## src/rtl/sudoku_pkg.sv

```systemverilog
// Shared types and helpers for the parametrised Sudoku board engine.
// The cell value field is sized for boards up to BOX=4 (16 digits).
package sudoku_pkg;

  localparam int STATE_W = 3;
  localparam int VW_MAX  = 4;

  typedef enum logic [STATE_W-1:0] {
    ST_IDLE  = 3'd0,
    ST_LOAD  = 3'd1,
    ST_PLAY  = 3'd2,
    ST_CHECK = 3'd3,
    ST_WON   = 3'd4
  } state_t;

  typedef struct packed {
    logic              locked;
    logic              filled;
    logic [VW_MAX-1:0] value;
  } cell_t;

  // Reference solution: row r is the base sequence shifted by BOX*(r%BOX)+r/BOX.
  function automatic int sol(input int box, input int r, input int c);
    return (box * (r % box) + r / box + c) % (box * box);
  endfunction

  // Whether cell (r,c) is preloaded and locked for a given difficulty.
  function automatic logic given(input logic [1:0] diff, input int r, input int c);
    case (diff)
      2'd0:    return (r != c);
      2'd1:    return ((r + c) % 2) == 0;
      2'd2:    return (r == c);
      default: return 1'b0;
    endcase
  endfunction

endpackage

```

## src/rtl/sudoku_group_checker.sv

```systemverilog
// Combinational check of one Sudoku group (row, column or box).
// Group index 0..N-1 selects rows, N..2N-1 columns, 2N..3N-1 boxes.
// A group passes when its values cover every digit exactly; codes >= N
// shift out of the mask and therefore make the group fail.
module sudoku_group_checker
  import sudoku_pkg::*;
#(
  parameter  int BOX = 2,
  localparam int N   = BOX * BOX,
  localparam int GW  = $clog2(3 * N)
) (
  input  logic [GW-1:0]          group_idx,
  input  logic [N*N*VW_MAX-1:0]  board_vals,
  output logic                   pass
);

  int                g_i;
  int                r_i;
  int                c_i;
  int                cell_i;
  logic [VW_MAX-1:0] v;
  logic [N-1:0]      acc;

  // Gather the N cells of the selected group and OR their one-hot digits.
  always_comb begin
    g_i    = int'(group_idx);
    r_i    = 0;
    c_i    = 0;
    cell_i = 0;
    v      = '0;
    acc    = '0;
    for (int k = 0; k < N; k++) begin
      if (g_i < N) begin
        r_i = g_i;
        c_i = k;
      end else if (g_i < 2 * N) begin
        r_i = k;
        c_i = g_i - N;
      end else begin
        r_i = ((g_i - 2 * N) / BOX) * BOX + k / BOX;
        c_i = ((g_i - 2 * N) % BOX) * BOX + k % BOX;
      end
      cell_i = r_i * N + c_i;
      if (cell_i >= N * N) cell_i = 0;
      v   = board_vals[cell_i*VW_MAX +: VW_MAX];
      acc = acc | (N'(1) << v);
    end
  end

  assign pass = &acc;

endmodule

```

## src/rtl/sudoku_board_engine.sv

```systemverilog
// N x N Sudoku board engine: preload, player entry/erase, full-board check.
// Optional build macro SUDOKU_ERR_CNT_EN adds an 8-bit saturating error
// counter output (out_err_count).
//
//   state    | meaning
//   ---------+-------------------------------------------------------
//   IDLE  0  | waiting for in_start
//   LOAD  1  | writing one cell per cycle from the solution/givens
//   PLAY  2  | accepting player entries and erases
//   CHECK 3  | scanning one group per cycle, rows then cols then boxes
//   WON   4  | board solved; in_start begins a new game
module sudoku_board_engine
  import sudoku_pkg::*;
#(
  parameter  int BOX = 2,
  localparam int N   = BOX * BOX,
  localparam int VW  = $clog2(N),
  localparam int IW  = $clog2(N * N)
) (
  input  logic          in_clka,
  input  logic          in_restart,
  input  logic          in_start,
  input  logic [1:0]    in_difficulty,
  input  logic          in_enter,
  input  logic          in_erase,
  input  logic [IW-1:0] in_cell_idx,
  input  logic [VW-1:0] in_value,
  output logic [2:0]    out_state,
  output logic [IW:0]   out_fill_count,
  output logic          out_try_again,
`ifdef SUDOKU_ERR_CNT_EN
  output logic [7:0]    out_err_count,
`endif
  output logic          out_won
);

  localparam int NN = N * N;
  localparam int FW = IW + 1;
  localparam int GW = $clog2(3 * N);

  state_t              state_q, state_d;
  logic [1:0]          diff_q;
  logic [VW-1:0]       load_r, load_c;
  logic [GW-1:0]       grp_q;
  logic                fail_q;
  logic                go_check_q;
  logic [FW-1:0]       fill_q, fill_next;
  logic                try_q;
  cell_t               board_q [NN];
  logic [NN*VW_MAX-1:0] board_vals;

  logic          start_ok, load_last, idx_ok, sel_locked, sel_filled;
  logic          enter_act, reject, accept, grp_pass, check_last, check_fail;
  logic          try_d;
  logic [IW-1:0] load_idx;
  cell_t         load_cell;

  sudoku_group_checker #(.BOX(BOX)) u_checker (
    .group_idx  (grp_q),
    .board_vals (board_vals),
    .pass       (grp_pass)
  );

  // Flatten stored values for the group checker.
  always_comb begin
    board_vals = '0;
    for (int i = 0; i < NN; i++) board_vals[i*VW_MAX +: VW_MAX] = board_q[i].value;
  end

  // Decode of the current request and the next fill count.
  always_comb begin
    start_ok   = in_start && (state_q == ST_IDLE || state_q == ST_WON);
    load_last  = (load_r == VW'(N - 1)) && (load_c == VW'(N - 1));
    load_idx   = IW'(int'(load_r) * N + int'(load_c));
    load_cell.locked = given(diff_q, int'(load_r), int'(load_c));
    load_cell.filled = load_cell.locked;
    load_cell.value  = VW_MAX'(sol(BOX, int'(load_r), int'(load_c)));
    idx_ok     = {1'b0, in_cell_idx} < FW'(NN);
    sel_locked = idx_ok ? board_q[in_cell_idx].locked : 1'b0;
    sel_filled = idx_ok ? board_q[in_cell_idx].filled : 1'b0;
    // A full-board entry is still pending its check; entries wait until it runs.
    enter_act  = in_enter && (state_q == ST_PLAY) && !go_check_q;
    reject     = enter_act && (!idx_ok || sel_locked);
    accept     = enter_act && !reject;
    fill_next  = fill_q;
    if (accept && in_erase && sel_filled)        fill_next = fill_q - FW'(1);
    else if (accept && !in_erase && !sel_filled) fill_next = fill_q + FW'(1);
    check_last = (state_q == ST_CHECK) && (grp_q == GW'(3 * N - 1));
    check_fail = fail_q || !grp_pass;
    try_d      = reject || (check_last && check_fail);
  end

  // Next-state logic.
  always_comb begin
    state_d = state_q;
    case (state_q)
      ST_IDLE:  if (in_start) state_d = ST_LOAD;
      ST_LOAD:  if (load_last) state_d = ST_PLAY;
      ST_PLAY:  if (go_check_q) state_d = ST_CHECK;
      ST_CHECK: if (check_last) state_d = check_fail ? ST_PLAY : ST_WON;
      ST_WON:   if (in_start) state_d = ST_LOAD;
      default:  state_d = ST_IDLE;
    endcase
  end

  // State register.
  always_ff @(posedge in_clka or posedge in_restart) begin
    if (in_restart) state_q <= ST_IDLE;
    else            state_q <= state_d;
  end

  // Board contents, fill count and load sequencing.
  always_ff @(posedge in_clka or posedge in_restart) begin
    if (in_restart) begin
      for (int i = 0; i < NN; i++) board_q[i] <= '0;
      fill_q     <= '0;
      diff_q     <= '0;
      load_r     <= '0;
      load_c     <= '0;
      go_check_q <= 1'b0;
    end else begin
      go_check_q <= accept && (fill_next == FW'(NN));
      if (start_ok) begin
        diff_q <= in_difficulty;
        load_r <= '0;
        load_c <= '0;
        fill_q <= '0;
      end else if (state_q == ST_LOAD) begin
        board_q[load_idx] <= load_cell;
        if (load_cell.filled) fill_q <= fill_q + FW'(1);
        if (load_c == VW'(N - 1)) begin
          load_c <= '0;
          load_r <= load_r + VW'(1);
        end else begin
          load_c <= load_c + VW'(1);
        end
      end else if (accept) begin
        if (in_erase) begin
          board_q[in_cell_idx].filled <= 1'b0;
        end else begin
          board_q[in_cell_idx].filled <= 1'b1;
          board_q[in_cell_idx].value  <= VW_MAX'(in_value);
        end
        fill_q <= fill_next;
      end
    end
  end

  // Group scan: always visits all 3N groups, first failure is sticky.
  always_ff @(posedge in_clka or posedge in_restart) begin
    if (in_restart) begin
      grp_q  <= '0;
      fail_q <= 1'b0;
    end else if (state_q == ST_CHECK) begin
      grp_q  <= grp_q + GW'(1);
      fail_q <= check_fail;
    end else begin
      grp_q  <= '0;
      fail_q <= 1'b0;
    end
  end

  // One-cycle try-again pulse for rejected entries and failed checks.
  always_ff @(posedge in_clka or posedge in_restart) begin
    if (in_restart) try_q <= 1'b0;
    else            try_q <= try_d;
  end

`ifdef SUDOKU_ERR_CNT_EN
  logic [7:0] err_q;

  // Saturating count of try-again events, cleared when a new game starts.
  always_ff @(posedge in_clka or posedge in_restart) begin
    if (in_restart)                    err_q <= '0;
    else if (start_ok)                 err_q <= '0;
    else if (try_d && err_q != 8'hFF)  err_q <= err_q + 8'd1;
  end

  assign out_err_count = err_q;
`endif

  assign out_state      = state_q;
  assign out_fill_count = fill_q;
  assign out_try_again  = try_q;
  assign out_won        = (state_q == ST_WON);

endmodule

```

## config.mk

```make
export PLATFORM = sky130hd
export DESIGN_NAME = sudoku_board_engine
export DESIGN_NICKNAME = d
export VERILOG_FILES = /design/src/rtl/sudoku_pkg.sv /design/src/rtl/sudoku_group_checker.sv /design/src/rtl/sudoku_board_engine.sv
export SDC_FILE = /design/constraint.sdc
export NUM_CORES = 1
export LEC_CHECK = 0
export ABC_AREA = 1
export BUFFER_PORTS_ARGS = -buffer_cell sky130_fd_sc_hd__buf_4
export CAP_MARGIN = 10
export CORE_ASPECT_RATIO = 1.4
export CORE_UTILIZATION = 55
export DETAILED_ROUTE_END_ITERATION = 8
export GPL_TIMING_DRIVEN = 0
export PLACE_DENSITY = 0.75
export SYNTH_ARGS = -nofsm -noshare
export SYNTH_HDL_FRONTEND = slang
export SYNTH_HIERARCHICAL = 1
export SYNTH_SLANG_ARGS = --single-unit
```

## constraint.sdc

```tcl
create_clock -name in_clka -period 2.8 [get_ports in_clka]
set_input_delay 0.56 -clock in_clka [delete_from_list [all_inputs] [get_ports in_clka]]
set_output_delay 0.56 -clock in_clka [all_outputs]
set_load 0.02 [all_outputs]
```

Word level (Yosys, flattened, before mapping)
Index checks and enable logic that the tools add are counted.
Word-level totals
  register bits after elaboration: 117
  output and inout bits: 10
  word-level logic and storage cells: 211
Cells by class
  $add $sub $neg: 18
  magnitude comparators: 10
  equal/unequal tests: 17
  shift operators: 8
  multiplexer cells: 55
  bitwise gates (word level): 9
  reduce and logical (&&, ||, !) cells: 37
Operators with widths (count)
  96-bit bitwise mux: 4
  30-bit 2-to-1 mux: 12
  96-bit 2-to-1 mux: 3
  64-bit by 32-bit indexed part select with 4-bit output: 4
  32-bit 2-to-1 mux: 6
  32-bit adder: 4
  32-bit by 6-bit >= comparator with 1-bit output, second input constant: 4
  6-bit demux with 4-bit select: 3
  5-bit 2-to-1 mux: 7
  32-bit zero test: 1
  30-bit by 2-bit adder with 30-bit output, second input constant: 1
  29-bit by 1-bit adder with 29-bit output: 1
  6-bit binary-select mux with 4-bit select: 1
  6-bit 2-to-1 mux: 3
  1-bit by 4-bit << shifter with 4-bit output, first input constant: 4
  1-bit logical AND: 15
  3-bit 2-to-1 mux: 5
  2-bit 2-to-1 mux: 6
  4-bit bitwise OR: 3
  3-bit one-hot mux with 4 select lines: 1
  5-bit >= comparator, second input constant: 2
  5-bit by 1-bit < comparator with 1-bit output, second input constant: 2
  4-bit inverter with 5-bit output: 2
  4-bit 2-to-1 mux: 2
  39 further kinds: 58

Depth between registers and ports, before layout
  word-level depth: 19
  gate-level depth with buffers: 22
  gate-level depth less buffers: 21

Modules after synthesis
The synthesis kept the hierarchy.
Modules (own cells, without submodules)
  sudoku_board_engine: instances 1, cells each 686, area an instance 5018.6 um^2, sequential area each 2127.0 um^2
  sudoku_group_checker: instances 1, cells each 606, area an instance 2622.5 um^2, sequential area each 0.0 um^2

Worst setup path after synthesis
Ideal clock, no wire load.
  kind: flip-flop to flip-flop
  from: register grp_q[2]
  to: register state_q[1], in the netlist out_state[1]
  library setup time: 0.141 ns
  arrival time: 2.773 ns
  path slack: -0.114 ns
  stages on the path, launching flop included: 22
  clock period less this slack: 2.914 ns
  path through: dfrtp_1 > buf_4 > buf_2 > clkbuf_1 > o21ai_0 > ha_1 > nand2_1 > inv_1 > nand3_1 > nand3_1 > nand2_1 > nand2_1 > nor2_1 > nor2_1 > nand2_1 > nand2_1 > nor2_1 > inv_1 > nor2_1 > nor2_1 > o21ai_0 > o21ai_0
On the way
  word-level cells in the longest chain between the ends: 19
  elaborated cells between the ends (all ways): 55
RTL lines
  from (decl): RTL line sudoku_board_engine.sv:44  | logic [GW-1:0] grp_q;
  from (signal assigned): RTL line sudoku_board_engine.sv:155  | grp_q <= grp_q + GW'(1);
  4-bit by 4-bit subtractor with 5-bit output: RTL line sudoku_group_checker.sv:40, sudoku_group_checker.sv:41
  1-bit AND (no line)
  29-bit by 1-bit adder with 29-bit output (no line) or 3-bit by 2-bit adder with 4-bit output (tied branches)
  30-bit by 2-bit adder with 30-bit output, or another cell as far along: RTL line sudoku_group_checker.sv:40  | r_i = ((g_i - 2 * N) / BOX) * BOX + k / BOX;
  30-bit 2-to-1 mux, or another cell as far along: RTL line sudoku_group_checker.sv:36  | end else if (g_i < 2 * N) begin
  30-bit 2-to-1 mux or 32-bit adder (tied branches): RTL line sudoku_group_checker.sv:33, sudoku_group_checker.sv:43
  32-bit adder or 32-bit by 6-bit >= comparator with 1-bit output (tied branches): RTL line sudoku_group_checker.sv:43, sudoku_group_checker.sv:44
  32-bit by 6-bit >= comparator with 1-bit output or 30-bit 2-to-1 mux (tied branches): RTL line sudoku_group_checker.sv:44  | if (cell_i >= N * N) cell_i = 0;
  (+3 left out)
  4-bit bitwise OR: RTL line sudoku_group_checker.sv:46  | acc = acc | (N'(1) << v);
  4-bit bitwise OR (*): RTL line sudoku_group_checker.sv:46
  4-bit AND reduction (*): RTL line sudoku_group_checker.sv:50  | assign pass = &acc;
  via grp_pass: RTL line sudoku_board_engine.sv:53  | logic enter_act, reject, accept, grp_pass, check_last, check_fail;
  1-bit zero test (*): RTL line sudoku_board_engine.sv:89  | check_fail = fail_q || !grp_pass;
  1-bit logical OR (*): RTL line sudoku_board_engine.sv:89
  3-bit 2-to-1 mux (*) (2 in series): RTL line sudoku_board_engine.sv:100  | ST_CHECK: if (check_last) state_d = check_fail ? ST_PLAY : ST_WON;
  3-bit one-hot mux with 4 select lines (*): RTL line sudoku_board_engine.sv:96  | case (state_q)
  to (signal assigned): RTL line sudoku_board_engine.sv:109  | else state_q <= state_d;
  to (decl): RTL line sudoku_board_engine.sv:41  | state_t state_q, state_d;
The timed path passes the listed nets; every way through them passes the cells marked *. The select of a mux whose other input is x is not followed.
A chain may end at the register's enable or synchronous reset.

Worst setup path in the final report
Same ends and word-level chain as after synthesis.

==> results.md <==
Clock tree:
- In this run the clock root is driven by a sky130_fd_sc_hd__clkbuf_16.
- At the later pin of the worst-skew pair, clock insertion delay measures 0.35 ns.
- The H-tree was split into 3 levels.
- The maximum clock path buffer count is 2.
- Clock-pin slew was measured on the worst setup and hold paths at 0.07 ns.
- The CTS buffer count is 9.
- TritonCTS built the clock tree.
- The sink count of the clock tree is 85.

STA:
- For the pin with the worst max-slew slack, the measured transition is 0.731 ns.
- The minimum setup slack in the final design is -0.0892 ns.
- Timing would allow up to 0.346 GHz.
- The time the worst path needs with I/O delays and setup is 2.89 ns.
- Setup repair after global routing could not meet its margin everywhere.
- The clock tree skew after final layout is 0.0111 ns.
- The final-report max-slew violation count came to 0.
- The final number of hold-violating endpoints is 0.
- The final-layout setup total negative slack is -0.0892 ns.
- The final number of setup-violating endpoints is 1.
- The worst slew margin relative to its limit is 50.9%.
- After layout, the worst path uses 103% of the clock period.

Critical path:
- Setup slack on the worst reg-to-reg path comes out at -0.09 ns.
- The cell occurring most often along the worst timing path is sky130_fd_sc_hd__nand2_1.
- Along the worst path, the maximum fanout reaches 7.
- Walking the worst path, the cells encountered are buf_6, buf_8, clkbuf_16, o21ai_4, ha_4, nand2_4, clkinvlp_4, buf_6, nand3_2, nand2_1, nand2_1, nand2_2, nand2_4, nor2_1, nor2_1, nand2_1, nand2_2, nor2_4, inv_2, nor2_4, nor2_2, o21ai_1, o21ai_1.
- The largest individual stage delay along the critical path comes from the cell sky130_fd_sc_hd__dfrtp_1.
- The kind of critical path is reg2reg.
- The endpoint type of the worst setup path is a flip-flop.
- The largest stage delay on the critical path is 0.39 ns.
- At the worst endpoint, the required time is 3.02 ns.
- STA classifies the critical path startpoint as a flip-flop.
- The endpoint arrival time on the critical path is 3.11 ns.

Logic synthesis:
- Yosys mapped the design onto 38 distinct sky130hd cell types.
- Sequential cells were found to cover 27.8% of the synthesized design area.
- In this run, synthesis produced a sequential element count of 85.
- In the synthesized netlist the async set-or-reset flop fraction comes to 100%.
- The count of mapped cells out of synthesis is 1292.
- After synthesis, the mean cell area works out to 5.91 µm².
- Yosys mapped a number of flops with a built-in enable equal to 0.
- The dominant synthesized flop cell is sky130_fd_sc_hd__dfrtp_1.
- The synthesized cell area is 0.00764 mm².
- The count of yosys warnings during synthesis is 6.

Power and ir drop:
- Net switching is 50.7% of the power.
- The internal portion of the total power is 0.00404 W.
- Summing internal, switching and leakage power gives 0.00820 W.
- The power per cell area is 906 mW/mm².
- Combinational logic is responsible for 59.1% of the overall power.
- The share of total power dissipated in sequential elements is 24.9%.
- The worst-case IR drop observed on VDD is 0.736 mV.
- In this run the static leakage power is 4.71 nW.
- The portion of total power attributed to the clock network is 16.0%.
- For this design the total switching power over the nets is 0.00416 W.

Global route:
- For this run, the total global-route usage over all layers was measured as 39.8%.
- The total global routing overflow is 0.
- The global-route wire length before repair is 42.7 mm.
- The initial antenna violation count was 0.
- The maximum number of pins on one net before global-route repair is 56.
- The number of global-route vias before repair is 8333.

Drt:
- After detailed routing, the number of remaining DRC violations is 0.
- The routed length per placed instance is 17.0 µm.
- The iteration count of the initial detailed-routing pass is 6.
- In the routed layout, each cell is associated on average with a via count of 5.54.
- The remaining number of nets flagged by the antenna check after routing is 0.
- The detailed router placed 8798 vias in this run.
- The wire length reported by the detailed router is 27.0 mm.
- After the first detailed-routing iteration, the DRC count stood at 640.

Placement:
- The final weighted congestion in routability-driven placement is 1.02.
- During placement, the flow inserted port buffers numbering 21.
- The wire-length estimate of the detail-placed layout is 20.6 mm.

Floorplanning:
- The die covers 0.0144 mm².
- The top-level I/O count is 23.
- The die is 141 µm tall.
- In this run the horizontal extent of the chip is 102 µm.
- After floorplanning, the core was divided into 50 placement rows.
- The region available for standard cell placement spans 0.0135 mm².
- The starting density of the core is 56.8%.

Finish:
- The number of nets in the layout is 1427.
- The commonest non-fill, non-tap cell in the layout is sky130_fd_sc_hd__nand2_1.
- In the layout the commonest cells are sky130_fd_sc_hd__nand2_1, sky130_fd_sc_hd__nand3_1, sky130_fd_sc_hd__inv_1.
- The number of antenna diodes in the final layout is 0.
- The proportion of layout cells with a drive suffix above 1 is 12.5%.
- The filler cells instantiated in the layout total 1295.
- The area added between synthesis and finish is 18.5%.

Min path:
- The kind of path behind the tightest hold check is in2async.

Run status:
- The checks that failed: negative setup slack.
- The flow ran to the end, but the final reports show violations.

Run:
- Max-cap violations in this run came to 0.
## kinds of logic (layout without fill, tap and decap cells)
group / after synthesis / after routing / share of synthesized area, %
buf+inv: 172 / 232 / 9.82
compound gates: 151 / 151 / 11.4
xor+xnor: 9 / 9 / 1.03
other cells: 2 / 55 / 0.0983
fa+ha+maj: 14 / 14 / 2.29
flops: 85 / 85 / 27.8
simple gates: 859 / 859 / 47.6
## stage by stage
| step | setup WS [ns] | hold slack (ns) | utilization, % | std cells | instance area (µm²) |
|---|---|---|---|---|---|
| 2_1_floorplan | 0.00404 | 0.449 | - | 1345 | 7840 |
| 3_3_place_gp | -0.957 | 0.461 | 61.2 | 1548 | 8230 |
| 3_5_place_dp | -0.998 | 0.466 | 61.4 | 1549 | 8260 |
| 4_1_cts | 0.00520 | 0.224 | 66.2 | 1582 | 8910 |
| 5_1_grt | -0.219 | 0.249 | 67.3 | 1587 | 9050 |
| 6_report | -0.0892 | 0.208 | 67.3 | 1587 | 9050 |
## final timing paths
check,endpoint,cells past startpoint,from
max in group asynchronous,grp_q[3]$_DFF_PP0_,3,in_restart
min,board_q[4]$_DFFE_PP0P_,2,in_restart
max reg2reg,out_state[1]$_DFFE_PP0P_,23,grp_q[2]$_DFF_PP0_
min in group in_clka,diff_q[0]$_DFFE_PP0P_,3,in_difficulty[0]
min reg2reg,board_q[70]$_DFFE_PP0P_,1,board_q[70]$_DFFE_PP0P_
max,out_state[1]$_DFFE_PP0P_,23,grp_q[2]$_DFF_PP0_
## timing repair
item                                   CTS  global route
gates cloned                             0             0
gates resized for setup                 59            30
endpoints found under the hold margin    0             0
setup endpoints to repair                4             4
pin swaps                               23            11
hold buffers                             0             0
buffers inserted                        17             5
## sequential cells by signal, indices dropped and copies added (netlist names)
name,flops
out_state,3
fail_q,1
grp_q,4
load_c,2
load_r,2
diff_q,2
out_try_again,1
out_fill_count,5
go_check_q,1
board_q,64
## cells in the mapped netlist, types with 2 or more instances
| master | number | share of area [%] |
|---|---|---|
| sky130_fd_sc_hd__nand2_1 | 560 | 28 |
| sky130_fd_sc_hd__nand3_1 | 172 | 11 |
| sky130_fd_sc_hd__inv_1 | 106 | 5.2 |
| sky130_fd_sc_hd__dfrtp_1 | 85 | 28 |
| sky130_fd_sc_hd__nor2_1 | 76 | 3.7 |
| sky130_fd_sc_hd__o21ai_0 | 58 | 3.8 |
| sky130_fd_sc_hd__o22ai_1 | 28 | 2.3 |
| sky130_fd_sc_hd__nand4_1 | 27 | 2.2 |
| sky130_fd_sc_hd__clkbuf_1 | 23 | 1.1 |
| sky130_fd_sc_hd__a21oi_1 | 22 | 1.4 |
| sky130_fd_sc_hd__a31oi_1 | 20 | 1.6 |
| sky130_fd_sc_hd__buf_2 | 15 | 0.98 |
| sky130_fd_sc_hd__ha_1 | 14 | 2.3 |
| sky130_fd_sc_hd__inv_2 | 10 | 0.49 |
| sky130_fd_sc_hd__buf_4 | 9 | 0.88 |
| sky130_fd_sc_hd__o21ai_1 | 8 | 0.52 |
| sky130_fd_sc_hd__buf_6 | 7 | 1.0 |
| sky130_fd_sc_hd__nor2_4 | 6 | 0.88 |
| sky130_fd_sc_hd__xor2_1 | 6 | 0.69 |
| sky130_fd_sc_hd__nand2_2 | 5 | 0.41 |
| sky130_fd_sc_hd__nor2_2 | 5 | 0.41 |
| sky130_fd_sc_hd__a21o_1 | 4 | 0.39 |
| sky130_fd_sc_hd__nor3_4 | 3 | 0.64 |
| sky130_fd_sc_hd__xnor2_1 | 3 | 0.34 |
| sky130_fd_sc_hd__buf_1 | 2 | 0.098 |
| sky130_fd_sc_hd__conb_1 | 2 | 0.098 |
| sky130_fd_sc_hd__nand3_2 | 2 | 0.26 |
| sky130_fd_sc_hd__o211ai_1 | 2 | 0.20 |
| sky130_fd_sc_hd__o31ai_1 | 2 | 0.20 |
| sky130_fd_sc_hd__or2_2 | 2 | 0.16 |
## power groups by stage
stage	sequential [W]	combinational (W)	clock, W
detailed placement	0.00204	0.00427	0
floorplan	0.00197	0.00307	0
CTS	0.00203	0.00454	0.00133
finish	0.00204	0.00485	0.00131
global placement	0.00203	0.00421	0
global route	0.00209	0.00533	0.00139
## worst max-delay path, delay by kind of cell, from the launching register on
family                   cells  cell delay, ns
AO/OA/AOI/OAI                3            0.31
adder cells (fa/ha/maj)      1            0.15
buffers and inverters        6            0.80
flip-flops                   1            0.39
AND/OR/NAND/NOR             13            1.12
## routing by layer
| metal | share of wire (%) | up-vias | GRT usage, % |
|---|---|---|---|
| li1 | - | 4359 | - |
| met1 | 36 | 3935 | 41.6 |
| met2 | 49 | 372 | 66.3 |
| met3 | 6.0 | 132 | 7.34 |
| met4 | 8.9 | 0 | 37.0 |
| met5 | 0 | - | 0 |
## final cells by class
cell class / count / area, µm² / share of cell area (%)
Clock buffer: 11 / 253 / 2.79
Buffer: 56 / 404 / 4.46
Clock inverter: 5 / 81.3 / 0.898
Sequential cell: 85 / 2130 / 23.5
Tap cell: 182 / 228 / 2.52
Timing Repair Buffer: 44 / 358 / 3.95
Inverter: 116 / 453 / 5.00
Multi-Input combinational cell: 1088 / 5150 / 56.8
Power figures use the tool's default switching activity.
